===== src/rtl/iter_shifter.sv =====
// iter_shifter: multi-cycle shift unit, one bit of shift per clock.
// A command (din, shamt, LR, AL) is taken over a valid/ready handshake while
// idle. The operand is then shifted one position per edge, and the result is
// offered on dout with out_valid until the consumer takes it.
//
// Optional build macro ITER_SHIFTER_ROTL_EN: when defined, LR=1/AL=1 rotates
// left instead of shifting left. Right shifts are the same in both builds.
//
// state   | meaning
// --------+-----------------------------------------------------------
// S_IDLE  | waiting for a command, in_ready=1
// S_SHIFT | shifting one bit per edge until count runs out
// S_DONE  | result on dout with out_valid=1, held until out_ready

module iter_shifter #(
    parameter int WIDTH = 8,
    parameter int SHW   = 3
) (
    input  logic             clk,
    input  logic             rst_n,
    input  logic             in_valid,
    output logic             in_ready,
    input  logic [WIDTH-1:0] din,
    input  logic [SHW-1:0]   shamt,
    input  logic             LR,
    input  logic             AL,
    output logic             out_valid,
    input  logic             out_ready,
    output logic [WIDTH-1:0] dout,
    output logic             busy
);

    typedef enum logic [1:0] {
        S_IDLE  = 2'd0,
        S_SHIFT = 2'd1,
        S_DONE  = 2'd2
    } state_t;

    state_t           state;
    logic [WIDTH-1:0] data;
    logic [SHW-1:0]   count;
    logic             lr_q;
    logic             al_q;
    logic [WIDTH-1:0] step_data;

    // Value of the data register after one more shift step
    always_comb begin
        step_data = data;
        if (lr_q) begin
`ifdef ITER_SHIFTER_ROTL_EN
            // Rotate-left recycles the outgoing MSB into the LSB
            step_data = {data[WIDTH-2:0], (al_q ? data[WIDTH-1] : 1'b0)};
`else
            step_data = {data[WIDTH-2:0], 1'b0};
`endif
        end else begin
            step_data = {(al_q ? data[WIDTH-1] : 1'b0), data[WIDTH-1:1]};
        end
    end

    // Control FSM, datapath registers and registered handshake outputs
    always_ff @(posedge clk) begin
        if (!rst_n) begin
            state     <= S_IDLE;
            data      <= '0;
            count     <= '0;
            lr_q      <= 1'b0;
            al_q      <= 1'b0;
            in_ready  <= 1'b1;
            out_valid <= 1'b0;
            busy      <= 1'b0;
        end else begin
            case (state)
                S_IDLE: begin
                    if (in_valid) begin
                        data     <= din;
                        lr_q     <= LR;
                        al_q     <= AL;
                        count    <= shamt;
                        in_ready <= 1'b0;
                        busy     <= 1'b1;
                        if (shamt == '0) begin
                            state     <= S_DONE;
                            out_valid <= 1'b1;
                        end else begin
                            state <= S_SHIFT;
                        end
                    end
                end
                S_SHIFT: begin
                    data  <= step_data;
                    count <= count - SHW'(1);
                    if (count == SHW'(1)) begin
                        state     <= S_DONE;
                        out_valid <= 1'b1;
                    end
                end
                S_DONE: begin
                    if (out_ready) begin
                        state     <= S_IDLE;
                        out_valid <= 1'b0;
                        busy      <= 1'b0;
                        in_ready  <= 1'b1;
                    end
                end
                default: begin
                    state     <= S_IDLE;
                    out_valid <= 1'b0;
                    busy      <= 1'b0;
                    in_ready  <= 1'b1;
                end
            endcase
        end
    end

    // dout always shows the data register; only meaningful with out_valid
    assign dout = data;

endmodule


===== config.mk =====
export PLATFORM = sky130hd
export DESIGN_NAME = iter_shifter
export DESIGN_NICKNAME = d
export VERILOG_FILES = /design/src/rtl/iter_shifter.sv
export SDC_FILE = /design/constraint.sdc
export NUM_CORES = 1
export LEC_CHECK = 0
export BUFFER_PORTS_ARGS = -buffer_cell sky130_fd_sc_hd__buf_2
export CAP_MARGIN = 20
export CELL_PAD_IN_SITES_DETAIL_PLACEMENT = 1
export CELL_PAD_IN_SITES_GLOBAL_PLACEMENT = 1
export CORE_MARGIN = 2
export CORE_UTILIZATION = 27
export DETAILED_ROUTE_END_ITERATION = 10
export HOLD_SLACK_MARGIN = 0.15
export PLACE_DENSITY_LB_ADDON = 0.1
export SYNTH_ARGS = -nofsm -noshare
export SYNTH_HDL_FRONTEND = slang
export SYNTH_SLANG_ARGS = --single-unit

===== constraint.sdc =====
create_clock -name clk -period 2.6 [get_ports clk]
set_input_delay 0.39 -clock clk [delete_from_list [all_inputs] [get_ports clk]]
set_output_delay 0.39 -clock clk [all_outputs]
set_load 0.02 [all_outputs]

==> metrics.txt <==
pre-CTS WS approximately 0.95 ns; share of cells above drive strength 1 ~31%; WP data required ~2.8 ns; RD Place Congestion about 0.72; worst hold slack between 0.3 and 0.4 ns; Critical Path Fanout Max 15; Slew Limit Headroom 66.18%; Yosys warnings 0; I/O Pins 28; CTS resizes 0; Hold WC Path Type in2reg; Slew Limit Fails 0; HPWL Detailed between 1500 and 2000 µm; reg2reg start state[0]; total negative slack 0 ns; R2R Path End dout[7]; CP max-delay cell dfxtp_1; post-DR vias/cell 5.006; CP endpoint dout[7]; Synth cell types 34; initial antenna violation count 0; Post-synth EDFFs 0; drt first pass iters 4; syn nets 125; Total GRT Usage between 10 and 15%; Setup Viol. Count Final 0; Final Cycle Share a little under two thirds; leakage power total between 0.5 and 0.6 nW; worst-skew pair later-pin latency between 0.2 and 0.3 ns; clock tree buffer depth 2; register area share after synthesis 36.23%; DRT iter0 DRCs 24; Avg Cell Area, Syn around 9.4 µm²; ANT cells 0; # port buffers 27; crit-path cells and2b_1, mux2i_1, a311oi_1; CTS tree done; Area Overhead vs Synth 19.50%; Crit. End Element flip-flop; #FFs+latches synth 18; largest net degree at the start of global routing 16; DRC violations left 0; Final #Nets 150; Synth Flop Type dfxtp_1; Final Skew 0.002331 ns; H-tree levels 1; crit path time final about 1.7 ns; first-pass GRT wire length 4402 µm; vias in the first global route 884; CP startpoint state[0]; die area 0.004185 mm²; final wirelength roughly 2700 µm; Fin. Hold Viols 0; fraction of registers with async set/reset 0%; Worst path max stage delay ~0.61 ns; Worst Tran Pin Value 0.5072 ns; reg2reg path depth 3; die height approximately 65 µm; post-CTS setup buffer count 0; post-route ant nets 0; Worst EP arrival 1.83 ns; CTS clock-pin slew for the worst setup and hold paths about 0.070 ns; Root Driver clkbuf_8; # rows 22; unrepaired setup endpoints after global routing no; Die W 64.70 µm; via count approximately 890; Routed WL per cell approximately 15 µm; GR Overflow Total 0; Final WS setup 0.9368 ns; MaxCap Viol Count 0; gate count after technology mapping 106; R2R setup slack between 0.9 and 1 ns; # hold bufs at CTS 0; CTS buffer count 3; Startpoint Class flip-flop; outcome finished, final reports clean; PD cells roughly 800 mW/mm²; TritonCTS Sinks 18; highest ir drop seen on vdd roughly 0.23 mV; Core ar. ~0.0036 mm²; Initial Util ~28%; critical setup path kind reg2reg; Cell Area, Synth approximately 990 µm²; Peak Freq about 600 MHz
==> Yosys cell counts (2+ instances only) <==
cell type / number / area [µm²]
and3b_1: 2 / 17.52
buf_2: 4 / 20.02
o211a_1: 5 / 50.05
mux2_4: 5 / 75.07
ha_1: 2 / 25.02
a21oi_1: 7 / 35.03
inv_1: 7 / 26.28
mux2i_1: 7 / 70.07
nand2_1: 11 / 41.29
a21o_1: 2 / 15.01
nand3b_1: 3 / 22.52
a31oi_1: 2 / 12.51
o21ai_0: 10 / 50.05
dfxtp_1: 18 / 360.4
nor3b_1: 2 / 15.01
==> state kept, by name (all words and copies together) (netlist names) <==
register,count
state,2
al_q,1
out_valid,1
count,3
lr_q,1
dout,8
in_ready,1
busy,1
==> power breakdown <==
group	switching (mW)	total (mW)	internal (mW)
clock	0.0952	0.198	0.103
sequential	0.0725	0.409	0.336
combinational	0.183	0.339	0.156
==> worst max-delay path: cells and delay by family, from the launching register on <==
| kind | cells | cell delay (ns) |
|---|---|---|
| simple gates | 1 | 0.52 |
| mux | 1 | 0.16 |
| compound gates | 1 | 0.28 |
| flops | 1 | 0.61 |
==> cell type report <==
| cell class | count | area (µm²) |
|---|---|---|
| Tap cell | 48 | 60.06 |
| Inverter | 7 | 26.28 |
| Timing Repair Buffer | 27 | 135.1 |
| Clock buffer | 3 | 41.29 |
| Fill cell | 434 | 2417 |
| Sequential cell | 18 | 360.3 |
| Multi-Input combinational cell | 74 | 565.5 |
==> cells in the final DEF (no fill, tap or decap) <==
cell type	n
nand3b_1	3
a31oi_1	2
a311oi_1	1
a21o_1	2
dfxtp_1	18
a221oi_1	1
inv_1	7
a211oi_2	1
or3b_2	1
nand3_1	1
ha_1	2
nor4_1	1
o21ba_2	1
and2_1	1
nand2b_4	1
a21oi_1	7
o211a_1	5
mux2_4	5
nor3b_1	2
o211ai_1	1
nor2b_1	1
o221a_2	1
o311ai_0	1
and2b_1	1
o21ai_0	10
or3_1	1
o221ai_1	1
mux2i_1	7
and3b_1	2
nand2_1	11
buf_2	27
clkbuf_8	3
==> how the worst min path moves through the flow <==
| stage | depth (start not counted) | end | startpoint | slack (ns) |
|---|---|---|---|---|
| detailed placement | 1 | in_ready | in_ready | 0.44 |
| finish | 3 | al_q | AL | 0.37 |
| global route | 3 | lr_q | LR | 0.38 |
| CTS | 3 | al_q | AL | 0.37 |
| floorplan | 2 | al_q | al_q | 0.45 |
| global placement | 1 | in_ready | in_ready | 0.43 |
==> layer usage <==
metal,global-route usage (%),vias up,wire length (µm)
met3,2.257,4,89
met5,0,-,0
li1,-,433,-
met1,17.65,433,1237
met2,23.44,16,1327
met4,5.585,0,33
==> cells by family after synthesis <==
kind of cell	share of synthesized area (%)
AO/OA/AOI/OAI	24.03
AND/OR/NAND/NOR	15.72
flip-flops	36.23
multiplexers	14.59
buffers and inverters	6.919
adder cells (fa/ha/maj)	2.515
==> metrics by stage <==
stage	std cells	cell area (µm²)	total power, mW	utilization (%)
finish	177	1189	0.9463	32.96
global route	177	1189	1.012	32.96
CTS	177	1189	0.9596	32.96
detailed placement	174	1147	0.7592	31.82
global placement	174	1147	0.7516	31.82
floorplan	106	994.7	0.6566	-
Note: power is estimated with default switching activity, not from simulation.
